[src/rtl/scroll_vram_arbiter_pkg.sv]
// Shared constants for the scroll tilemap VRAM arbiter: slot phases,
// fetch tag encodings, CPU port FSM encodings and the CPU slot decode.
// Macro SCROLL_ARB_LAYER_B_EN enables the layer B fetch slots (phases 2-3);
// without it those phases are handed to the CPU.
package scroll_vram_arbiter_pkg;

  localparam logic [2:0] SLOT_A_NAME = 3'd0;
  localparam logic [2:0] SLOT_A_ATTR = 3'd1;
  localparam logic [2:0] SLOT_B_NAME = 3'd2;
  localparam logic [2:0] SLOT_B_ATTR = 3'd3;

`ifdef SCROLL_ARB_LAYER_B_EN
  localparam logic [2:0] SLOT_CPU_FIRST = 3'd4;
`else
  localparam logic [2:0] SLOT_CPU_FIRST = 3'd2;
`endif

  // Tag carried alongside each issued RAM address until its data returns
  localparam logic [2:0] TAG_NONE   = 3'd0;
  localparam logic [2:0] TAG_A_NAME = 3'd1;
  localparam logic [2:0] TAG_A_ATTR = 3'd2;
  localparam logic [2:0] TAG_B_NAME = 3'd3;
  localparam logic [2:0] TAG_B_ATTR = 3'd4;
  localparam logic [2:0] TAG_CPU_RD = 3'd5;

  localparam logic [1:0] CPU_IDLE  = 2'd0;
  localparam logic [1:0] CPU_PEND  = 2'd1;
  localparam logic [1:0] CPU_GRANT = 2'd2;
  localparam logic [1:0] CPU_DONE  = 2'd3;

  function automatic logic is_cpu_slot(input logic [2:0] ph);
    return ph >= SLOT_CPU_FIRST;
  endfunction

endpackage

[src/rtl/scroll_cpu_port.sv]
// CPU side of the tilemap arbiter: request FSM, read data register and the
// wait signal. The parent supplies the CPU slot decode and the read-capture
// strobe from its tag pipeline; this block tells the parent when to issue.
//
//   state | meaning
//   IDLE  | no request, or previous access released
//   PEND  | cpu_cs_n low, waiting for a CPU slot
//   GRANT | access issued to RAM, waiting for write slot / read data
//   DONE  | access complete, CPU released until cpu_cs_n goes high
module scroll_cpu_port
  import scroll_vram_arbiter_pkg::*;
(
  input  logic       CLK_6M,
  input  logic       rst,
  input  logic       cpu_cs_n,
  input  logic       cpu_rw,
  input  logic       cpu_slot,
  input  logic       rd_capture,
  input  logic [7:0] rd_data,
  output logic       cpu_issue,
  output logic [7:0] cpu_dout,
  output logic       cpu_mrdy_n
);

  logic [1:0] state_q, state_d;
  logic       wr_q, wr_d;
  logic       done_q, done_d;
  logic [7:0] dout_q, dout_d;

  // Issue at the first CPU slot edge of an unserved request
  assign cpu_issue = ~cpu_cs_n & cpu_slot & ((state_q == CPU_IDLE) | (state_q == CPU_PEND));

  // Next-state logic; a released select aborts PEND/GRANT without touching cpu_dout
  always_comb begin
    state_d = state_q;
    wr_d    = wr_q;
    dout_d  = dout_q;
    if (cpu_issue) wr_d = ~cpu_rw;
    case (state_q)
      CPU_IDLE: begin
        if (!cpu_cs_n) state_d = cpu_slot ? CPU_GRANT : CPU_PEND;
      end
      CPU_PEND: begin
        if (cpu_cs_n)      state_d = CPU_IDLE;
        else if (cpu_slot) state_d = CPU_GRANT;
      end
      CPU_GRANT: begin
        if (cpu_cs_n) begin
          state_d = CPU_IDLE;
        end else if (wr_q) begin
          state_d = CPU_DONE;
        end else if (rd_capture) begin
          dout_d  = rd_data;
          state_d = CPU_DONE;
        end
      end
      CPU_DONE: begin
        if (cpu_cs_n) state_d = CPU_IDLE;
      end
      default: state_d = CPU_IDLE;
    endcase
    done_d = (state_d == CPU_DONE);
  end

  // FSM and data registers
  always_ff @(posedge CLK_6M) begin
    if (rst) begin
      state_q <= CPU_IDLE;
      wr_q    <= 1'b0;
      done_q  <= 1'b0;
      dout_q  <= 8'h00;
    end else begin
      state_q <= state_d;
      wr_q    <= wr_d;
      done_q  <= done_d;
      dout_q  <= dout_d;
    end
  end

  assign cpu_dout   = dout_q;
  assign cpu_mrdy_n = cpu_cs_n | done_q;

endmodule

[src/rtl/scroll_vram_arbiter.sv]
// Time-slot arbiter for the scroll tilemap VRAM. hphase selects the slot
// owner each pixel clock; layer fetches return through a 2-stage tag
// pipeline and are paired into {attr, name} tile codes.
// Macro SCROLL_ARB_LAYER_B_EN enables the layer B fetch (phases 2-3).
module scroll_vram_arbiter
  import scroll_vram_arbiter_pkg::*;
(
  input  logic        CLK_6M,
  input  logic        rst,
  input  logic [2:0]  hphase,
  input  logic [11:0] layer_a_tile,
  input  logic [11:0] layer_b_tile,
  input  logic        cpu_cs_n,
  input  logic        cpu_rw,
  input  logic [12:0] cpu_addr,
  input  logic [7:0]  cpu_din,
  output logic [7:0]  cpu_dout,
  output logic        cpu_mrdy_n,
  output logic [12:0] vram_addr,
  output logic        vram_we,
  output logic [7:0]  vram_din,
  input  logic [7:0]  vram_dout,
  output logic [15:0] tile_a_code,
  output logic [15:0] tile_b_code,
  output logic        tile_a_stb,
  output logic        tile_b_stb
);

  logic        cpu_slot;
  logic        cpu_issue;
  logic        rd_capture;
  logic [2:0]  tag1_q, tag2_q;
  logic [12:0] vram_addr_q;
  logic        vram_we_q;
  logic [7:0]  vram_din_q;

  assign cpu_slot   = is_cpu_slot(hphase);
  assign rd_capture = (tag2_q == TAG_CPU_RD);

  scroll_cpu_port u_cpu_port (
    .CLK_6M     (CLK_6M),
    .rst        (rst),
    .cpu_cs_n   (cpu_cs_n),
    .cpu_rw     (cpu_rw),
    .cpu_slot   (cpu_slot),
    .rd_capture (rd_capture),
    .rd_data    (vram_dout),
    .cpu_issue  (cpu_issue),
    .cpu_dout   (cpu_dout),
    .cpu_mrdy_n (cpu_mrdy_n)
  );

  // Register the slot owner's RAM request and advance the tag pipeline
  always_ff @(posedge CLK_6M) begin
    if (rst) begin
      vram_addr_q <= 13'h0000;
      vram_we_q   <= 1'b0;
      vram_din_q  <= 8'h00;
      tag1_q      <= TAG_NONE;
      tag2_q      <= TAG_NONE;
    end else begin
      vram_we_q <= 1'b0;
      tag1_q    <= TAG_NONE;
      tag2_q    <= tag1_q;
      if (hphase == SLOT_A_NAME) begin
        vram_addr_q <= {layer_a_tile, 1'b0};
        tag1_q      <= TAG_A_NAME;
      end else if (hphase == SLOT_A_ATTR) begin
        vram_addr_q <= {layer_a_tile, 1'b1};
        tag1_q      <= TAG_A_ATTR;
      end
`ifdef SCROLL_ARB_LAYER_B_EN
      else if (hphase == SLOT_B_NAME) begin
        vram_addr_q <= {layer_b_tile, 1'b0};
        tag1_q      <= TAG_B_NAME;
      end else if (hphase == SLOT_B_ATTR) begin
        vram_addr_q <= {layer_b_tile, 1'b1};
        tag1_q      <= TAG_B_ATTR;
      end
`endif
      else if (cpu_issue) begin
        vram_addr_q <= cpu_addr;
        vram_we_q   <= ~cpu_rw;
        vram_din_q  <= cpu_din;
        tag1_q      <= cpu_rw ? TAG_CPU_RD : TAG_NONE;
      end
    end
  end

  assign vram_addr = vram_addr_q;
  assign vram_we   = vram_we_q;
  assign vram_din  = vram_din_q;

  logic [7:0]  a_name_q;
  logic        a_name_ok_q;
  logic [15:0] a_code_q;
  logic        a_stb_q;

  // Layer A: only a name captured on the edge just before the attr forms a code
  always_ff @(posedge CLK_6M) begin
    if (rst) begin
      a_name_q    <= 8'h00;
      a_name_ok_q <= 1'b0;
      a_code_q    <= 16'h0000;
      a_stb_q     <= 1'b0;
    end else begin
      a_stb_q     <= 1'b0;
      a_name_ok_q <= (tag2_q == TAG_A_NAME);
      if (tag2_q == TAG_A_NAME) a_name_q <= vram_dout;
      if ((tag2_q == TAG_A_ATTR) && a_name_ok_q) begin
        a_code_q <= {vram_dout, a_name_q};
        a_stb_q  <= 1'b1;
      end
    end
  end

  assign tile_a_code = a_code_q;
  assign tile_a_stb  = a_stb_q;

`ifdef SCROLL_ARB_LAYER_B_EN
  logic [7:0]  b_name_q;
  logic        b_name_ok_q;
  logic [15:0] b_code_q;
  logic        b_stb_q;

  // Layer B: same pairing rule as layer A
  always_ff @(posedge CLK_6M) begin
    if (rst) begin
      b_name_q    <= 8'h00;
      b_name_ok_q <= 1'b0;
      b_code_q    <= 16'h0000;
      b_stb_q     <= 1'b0;
    end else begin
      b_stb_q     <= 1'b0;
      b_name_ok_q <= (tag2_q == TAG_B_NAME);
      if (tag2_q == TAG_B_NAME) b_name_q <= vram_dout;
      if ((tag2_q == TAG_B_ATTR) && b_name_ok_q) begin
        b_code_q <= {vram_dout, b_name_q};
        b_stb_q  <= 1'b1;
      end
    end
  end

  assign tile_b_code = b_code_q;
  assign tile_b_stb  = b_stb_q;
`else
  logic unused_layer_b;
  assign unused_layer_b = ^layer_b_tile;
  assign tile_b_code    = 16'h0000;
  assign tile_b_stb     = 1'b0;
`endif

endmodule
[config.mk]
export PLATFORM = sky130hd
export DESIGN_NAME = scroll_vram_arbiter
export DESIGN_NICKNAME = d
export VERILOG_FILES = /design/src/rtl/scroll_vram_arbiter_pkg.sv /design/src/rtl/scroll_cpu_port.sv /design/src/rtl/scroll_vram_arbiter.sv
export SDC_FILE = /design/constraint.sdc
export NUM_CORES = 1
export LEC_CHECK = 0
export CAP_MARGIN = 30
export CORE_ASPECT_RATIO = 0.75
export CORE_MARGIN = 8
export CORE_UTILIZATION = 35
export DETAILED_ROUTE_END_ITERATION = 8
export GPL_TIMING_DRIVEN = 0
export PLACE_DENSITY = 0.82
export SETUP_SLACK_MARGIN = 0.1
export SLEW_MARGIN = 20
export SYNTH_ARGS = -nofsm -noshare
export SYNTH_HDL_FRONTEND = slang
export SYNTH_SLANG_ARGS = --single-unit
[constraint.sdc]
create_clock -name CLK_6M -period 1.3 [get_ports CLK_6M]
set_clock_uncertainty 0.15 [all_clocks]
set_input_delay 0.195 -clock CLK_6M [delete_from_list [all_inputs] [get_ports CLK_6M]]
set_output_delay 0.195 -clock CLK_6M [all_outputs]
set_load 0.005 [all_outputs]
After elaboration in Yosys (flattened, before gate mapping)
Cells that the tools add are included.
Cells by class
  $lt $le $gt $ge: 1
  eq/ne operators: 8
  mux-type cells: 17
  bitwise gates (word level): 10
  reductions and logical operators: 9
Operator list (count)
  $mux W13: 3
  $mux W2: 10
  $pmux W2 S4: 1
  $eq A2 B2 Y1 const B: 3
  $eq A3 B1 Y1 const B: 2
  $not A1 Y1: 6
  $reduce_and A4 Y1: 1
  $reduce_or A4 Y1: 1
  $eq A3 B2 Y1 const B: 1
  $eq A3 B3 Y1 const B: 1
  $ge A3 B2 Y1 const B: 1
  $logic_not A3 Y1: 1
  $mux W3: 1
  $reduce_and A3 Y1: 1
  $reduce_bool A3 Y1: 1
  $and A1 B1 Y1: 2
  $eq A2 B1 Y1 const B: 1
  $logic_not A2 Y1: 1
  $mux W1: 2
  $or A1 B1 Y1: 2
  $reduce_bool A2 Y1: 1
  $reduce_or A2 Y1: 1
  $logic_and A1 B1 Y1: 1
Word-level totals
  register bits: 66
  input bits: 60
  output and inout bits: 65
  logic and storage cells: 61

Logic depth before layout (Yosys ltp)
  word-level depth: 6
  mapped depth: 5
  depth with buffers taken out: 3

Cells and area by module
From an unflattened synthesis, not the netlist that was laid out.
Second synthesis, totals
  cell total of the unflattened synthesis: 277
  area total of the unflattened synthesis: 2934.1 sq um
By module, submodules not included
  scroll_vram_arbiter: times used 1, cells an instance 227, area an instance 2413.6 sq um, seq. area each 1081.0 sq um
  scroll_cpu_port: times used 1, cells an instance 50, area an instance 520.5 sq um, seq. area each 240.2 sq um

Least setup slack after synthesis
Ideal clock, no wire load.
  path type: register to register
  from: reg tag2_q[0]
  to: reg u_cpu_port.dout_q[0], in the netlist u_cpu_port.cpu_dout[0]
  library setup time: 0.132 ns
  data arrival time: 1.118 ns
  data required time: 1.018 ns
  path slack: -0.100 ns
  cell stages (with the launch flop): 4
  buffers on the path: 0
  period minus slack after synthesis: 1.400 ns
  cell sequence: dfxtp_1 -> or4bb_4 -> o21ai_1 -> a21oi_1
Between the ends
  longest elaborated chain between the ends: 2
Ends and longest elaborated chain
  start: declaration: line scroll_vram_arbiter.sv:32  | logic [2:0] tag1_q, tag2_q;
  start signal: assignment: line scroll_vram_arbiter.sv:64  | tag2_q <= tag1_q;
  $eq A3 B3 Y1: line scroll_vram_arbiter.sv:38  | assign rd_capture = (tag2_q == TAG_CPU_RD);
  $reduce_and A4 Y1 (no source line)
  end signal: assignment: line scroll_cpu_port.sv:76  | dout_q <= dout_d;
  end: declaration: line scroll_cpu_port.sv:28  | logic [7:0] dout_q, dout_d;
No other way between the ends.
A chain may end at the register's enable or synchronous reset.

Final worst setup path
Same ends and word-level chain as after synthesis.

==> metrics.cfg <==
[worst_setup_path]
rr_startpoint = tag2_q[0]
path_class = flop to flop
start_kind = flop
reg2reg_setup_slack_ns = -0.24
worstPathMaxFanout = 8
cp.arrival_ns = 1.60
reg2reg_depth = 3
r2r_end = u_cpu_port.cpu_dout[0]
endpoint_kind = flop
critPathRequiredTime_ns = 1.36

[cells_and_area]
layout_commonest_cell = buf_2
diodes = 0
final_cell_mix = buf_2 (52), dfxtp_2 (44), clkdlybuf4s50_1 (43), nand2_1 (35), buf_4 (31)
fillers = 600
nNetsFinal = 508
syn_to_final_growth_pct = 64.8
fin_cells = 554
postLayoutCoreUtil = 0.589
drive_above_1_share = 0.506

[sta]
setup-tns-final_ns = -4.11
fin_crit_sh = 1.19
post-route-min-period_ns = 1.54
drv_slew = 0
holdWs_ns = 0.0747
max_slew_margin = 0.566
rsz0062_at_grt = true
max_freq_mhz = 648
setup_viol = 54
worstMarginPinSlew_ns = 0.650
setup_slack_ns = -0.243
hold_viol = 0

[floorplanning]
die_h_um = 90.6
initial_utilization = 0.357
core_area_mm2 = 0.00726
io_pins = 125
rows = 27
die_area_mm2 = 0.0105
die_x_um = 115

[hold_path]
min_from = rst
hold_end = tag2_q[2]
worstHoldPathType = primary input to flop
hold_depth = 2

[pwr]
cellPowerDensity_mw_per_mm2 = 1070
cell_internal_pwr_uw = 3430
switching_power_uw = 1160
swShare = 0.252
seq_power_share = 0.466
cellLeakagePower_uw = 0.00177
combPwrFrac = 0.148
ir_drop_v = 0.000590
power_frac_clock = 0.386

[detailed_routing]
dr.pass1.iters = 4
wirelength_um = 9260
ant_nets = 0
post_drt_wl_per_cell_um = 16.7
drt_iter0_drc = 168
vias = 2678
drt_drc_violations_left = 0
vias_per_cell = 4.83

[global_route]
grt_overflow = 0
grt_max_degree = 12
grt_pass1_wl_um = 13800
antenna_found_initial = 0
grt_pass1_vias = 2742
track_usage = 0.169

[place]
gp_congestion = 0.791
dp_slack_ns = -0.625
dpl.cell_count = 516
io_buffers = 94
dp_hpwl_um = 6030

[synthesis]
synth_top_flop_cell = dfxtp_1
synth_area_mm2 = 0.00259
avgSynthCellArea_um2 = 8.51
synth_async_sr_flop_share = 0
synth_seq_cells = 66
ys_types = 29
yosysWarningCount = 0
synthCells = 305
synth_edf_count = 0
seq_area_frac_synth = 0.509

[run]
max_cap_viol_count = 0

[clocking]
clk_path_buf_depth = 2
cts_tree = built
clkTransAtPathRegs_ns = 0.07
htree_levels = 3
cts_sinks = 66
clk_latency_ns = 0.34
cts_buffers = 9
root_buffer = clkbuf_8

[status]
status = complete, but fails checks
violations = setup timing

[power by group through the flow]
stage | combinational (uW) | sequential [uW] | clock (uW)
floorplan | 235 | 2170 | 0
global placement | 544 | 2170 | 0
detailed placement | 551 | 2170 | 0
CTS | 609 | 2140 | 1800
global route | 726 | 2140 | 1890
finish | 678 | 2140 | 1770
[sequential cells by signal, indices dropped and copies added (netlist names), 2 cells and up]
name	cells
tag2_q	3
u_cpu_port.cpu_dout	8
u_cpu_port.state_q	2
vram_addr	13
tag1_q	3
a_name_q	8
tile_a_code	16
vram_din	8
[worst max-delay path by stage]
| stage | start | endpoint | slack [ns] |
|---|---|---|---|
| 2_1_floorplan | tag2_q[2] | u_cpu_port.cpu_dout[0] | -0.07 |
| 3_3_place_gp | cpu_cs_n | cpu_mrdy_n | -0.56 |
| 3_5_place_dp | hphase[2] | vram_din[4] | -0.62 |
| 4_1_cts | tag2_q[0] | u_cpu_port.cpu_dout[3] | -0.18 |
| 5_1_grt | tag2_q[0] | u_cpu_port.cpu_dout[2] | -0.26 |
| 6_report | tag2_q[0] | u_cpu_port.cpu_dout[0] | -0.24 |
[metal layers]
metal,track usage,wire length (um)
met5,0,0
met4,0.0632,206
met3,0.0615,672
met2,0.288,4630
met1,0.185,3750
[what timing repair did]
item                                    CTS  global route
setup buffers                            10             6
endpoints found under the setup margin  110            63
cloned                                    6             1
gates resized for setup                 300            50
pin swaps                                21            15
endpoints found under the hold margin     0             0
hold buffers                              0             0
[final cells by class]
type | count | area, um^2 | share of cell area
clock inverter | 5 | 52.6 | 0.0123
multi-input combinational | 215 | 1350 | 0.316
buffer | 40 | 303 | 0.0708
tap | 101 | 126 | 0.0295
clock buffer | 11 | 151 | 0.0354
sequential | 66 | 1390 | 0.325
timing repair buffer | 116 | 900 | 0.210
[critical path, cell delays in order, from the launching register on]
cell and delay [ns]:
dfxtp_4 0.39, or4bb_4 0.61, o21ai_1 0.18, a21oi_1 0.08
[logic make-up after synthesis]
| group | count (synthesis) | synth area share |
|---|---|---|
| AOI/OAI and AO/OA | 68 | 0.152 |
| buffers and inverters | 40 | 0.0892 |
| DFF | 66 | 0.509 |
| muxes | 8 | 0.0309 |
| other | 1 | 0.00145 |
| and+or+nand+nor | 122 | 0.217 |
[through the flow]
step / cell area (um^2) / total power (uW)
floorplan: 2670 / 2410
global placement: 3740 / 2710
detailed placement: 3740 / 2720
CTS: 4080 / 4550
global route: 4280 / 4760
finish: 4280 / 4590
[Yosys cell counts, types with 2 or more instances]
library cell	count	area, um^2
mux2i_1	8	80.1
or2_1	2	12.5
o21ai_1	16	80.1
a311oi_1	14	123
a21oi_1	36	180
nand2_1	60	225
dfxtp_1	66	1320
clkbuf_1	9	33.8
nor2b_1	4	25.0
nand3_1	17	85.1
buf_2	10	50.1
buf_1	2	7.51
nor3b_1	3	22.5
buf_4	18	135
nor4bb_1	2	20.0
nor2_1	25	93.8
No activity file was read; power rests on OpenSTA's default activity.
==> RTL edit, RTL diff (config.mk and constraints unchanged) <==
The option `SCROLL_ARB_LAYER_B_EN` is turned on by a define.
--- a/src/rtl/scroll_vram_arbiter_pkg.sv
+++ b/src/rtl/scroll_vram_arbiter_pkg.sv
@@ -4,2 +4,4 @@
 // without it those phases are handed to the CPU.
+`define SCROLL_ARB_LAYER_B_EN
+
 package scroll_vram_arbiter_pkg;
Check against the original RTL: not equivalent (a bounded check fails within 4 cycles, from zero or initial values and one cycle with rst high).
==> RTL edit against the unedited design <==
- routed wire length grew 25%
- worst hold slack gained 5.5 ps
- largest cell class unchanged
- setup slack gained 120 ps
- the run still ends with negative setup slack left
- sequential cell count grew 26
- critical endpoint is now tile_b_code[10]
- first-iteration DRC count shrank 18%
- total power grew 40%
- design area grew 35%
- area after synthesis grew 39%
==> RTL edit: results (changes against the unedited design) <==
| Metric | Value |
|---|---|
| Outcome | `complete, but fails checks (unchanged)` |
| Failing checks | `negative setup slack (unchanged)` |
| Synth cell types | `31 (was 29)` |
| Slew margin rel. | `0.492 (was 0.566)` |
| Fillcell total | `900 (was 600)` |
| WL final | `11600 um (was 9260 um)` |
| Initial drt markers | `138 (was 168)` |
| Critical-path top delay cell | `dfxtp_4 (was or4bb_4)` |
| Worst EP arrival | `1520 ps (was 1600 ps)` |
| Vias/cell | `4.86 (was 4.83)` |
| First-pass GRT wire length | `18200 um (was 13800 um)` |
| Synth top cells by count | `92 x dfxtp_1, 79 x nand2_1, 35 x a21oi_1 (was 66 x dfxtp_1, 60 x nand2_1, 36 x a21oi_1)` |
| GP Congestion | `0.792 (was 0.791)` |
| Async SR Flop Fraction | `0 (unchanged)` |
| Family with the most delay on the worst path | `flip-flops (was simple AND/OR/NAND/NOR gates)` |
| Leakage | `0.00252 uW (was 0.00177 uW)` |
| Area post-placement | `5020 um^2 (was 3740 um^2)` |
| Final number of setup-violating endpoints | `65 (was 54)` |
| R2R depth | `5 (was 3)` |
| GRT Util Overall | `0.161 (was 0.169)` |
| Worst R2R End | `tile_b_code[10] (was u_cpu_port.cpu_dout[0])` |
| Worst setup margin | `-119 ps (was -243 ps)` |
| Hold endpoint | `u_cpu_port.cpu_dout[6] (was tag2_q[2])` |
| Hold path depth | `3 (was 2)` |
| Num CTS Buffers | `9 (unchanged)` |
| Initial antenna violation count | `0 (unchanged)` |
| Largest net degree at the start of global routing | `17 (was 12)` |
| Synth area leaders | `dfxtp_1 51%, mux2i_1 8.9%, nand2_1 8.2%, a21oi_1 4.9%, nor2_1 3.2% (was dfxtp_1 51%, nand2_1 8.7%, a21oi_1 6.9%, buf_4 5.2%, a311oi_1 4.7%)` |
| CTS root buf | `clkbuf_16 (was clkbuf_8)` |
| Pre-CTS WS | `-857 ps (was -625 ps)` |
| Avg Cell Area, Syn | `9.14 um^2 (was 8.51 um^2)` |
| Nets | `620 (was 508)` |
| Reg2reg start | `tag2_q[1] (was tag2_q[0])` |
| Non-Filler Instances | `701 (was 554)` |
| Worst-path maximum fanout | `7 (was 8)` |
| Vias in the first global route | `3560 (was 2742)` |
| Hpwl dp | `7920 um (was 6030 um)` |
| IO Port Bufs | `123 (was 94)` |
| Max VDD drop | `0.783 mV (was 0.590 mV)` |
| Area Overhead vs Synth | `59.8% (was 64.8%)` |
| Critical Path Max Stage Delay | `360 ps (was 610 ps)` |
| Fin Setup TNS | `-3970 ps (was -4110 ps)` |
| Cells after DPL | `653 (was 516)` |
| Layout cells sized above 1 | `0.474 (was 0.506)` |
-- RTL edit: changes by cell type after synthesis, moves of 11 or more --
cell,unedited run,this run
dfxtp_1,66,92
nand2b_1,0,16
a211oi_1,0,13
nand3_1,17,0
nor2b_1,4,16
buf_4,18,7
mux2i_1,8,32
nand2_1,60,79
o21ai_1,16,4
-- RTL edit: what timing repair did --
| item | CTS | global route |
|---|---|---|
| buffers inserted | 20 | 8 |
| hold endpoints to repair | 0 | 0 |
| cloned | 4 | 1 |
| setup endpoints to repair | 152 | 93 |
| pin swaps | 23 | 34 |
| resized for setup | 378 | 67 |
-- RTL edit: logic make-up (layout without fill, tap and decap cells) --
logic type	Yosys count	after routing	share of synthesized area
flip-flops	92	92	0.511
XOR/XNOR	1	1	0.00243
multiplexers	32	32	0.0889
AND/OR/NAND/NOR	159	159	0.212
AO/OA/AOI/OAI	77	77	0.133
buffers and inverters	33	204	0.0524
-- RTL edit: cell type report --
class | count | share of cell area
Multi-Input combinational cell | 269 | 0.326
Sequential cell | 92 | 0.334
Clock buffer | 10 | 0.0398
Timing Repair Buffer | 155 | 0.207
Clock inverter | 6 | 0.0163
Buffer | 33 | 0.0467
Tap cell | 136 | 0.0296
-- RTL edit: routing by layer --
| metal | global-route usage | part of all wire |
|---|---|---|
| met1 | 0.190 | 0.43 |
| met2 | 0.275 | 0.49 |
| met3 | 0.0449 | 0.070 |
| met4 | 0.0520 | 0.013 |
| met5 | 0 | 0 |
-- RTL edit: metrics by stage --
step,total power (uW),hold slack [ps]
2_1_floorplan,3240,116
3_3_place_gp,3600,273
3_5_place_dp,3620,277
4_1_cts,6430,81.4
5_1_grt,6650,104
6_report,6410,80.1
-- RTL edit: how the worst max path moves through the flow --
stage,startpoint,endpoint,cells after the start
after floorplan,u_cpu_port.state_q[1],vram_din[2],5
after global placement,cpu_cs_n,cpu_mrdy_n,5
after detailed placement,cpu_cs_n,cpu_mrdy_n,5
after CTS,u_cpu_port.state_q[1],vram_din[2],5
after global routing,u_cpu_port.state_q[1],vram_din[2],5
final,tag2_q[1],tile_b_code[10],5
-- RTL edit: report_power, final --
| group | switching (uW) | leakage, uW | internal, uW |
|---|---|---|---|
| Combinational | 308 | 0.00159 | 360 |
| Sequential | 36.8 | 0.000775 | 2890 |
| Clock | 1110 | 0.000154 | 1710 |
-- RTL edit: tightest hold or removal path: stages --
cell and delay (ps):
buf_2 150, nand2b_1 120, mux2i_1 60
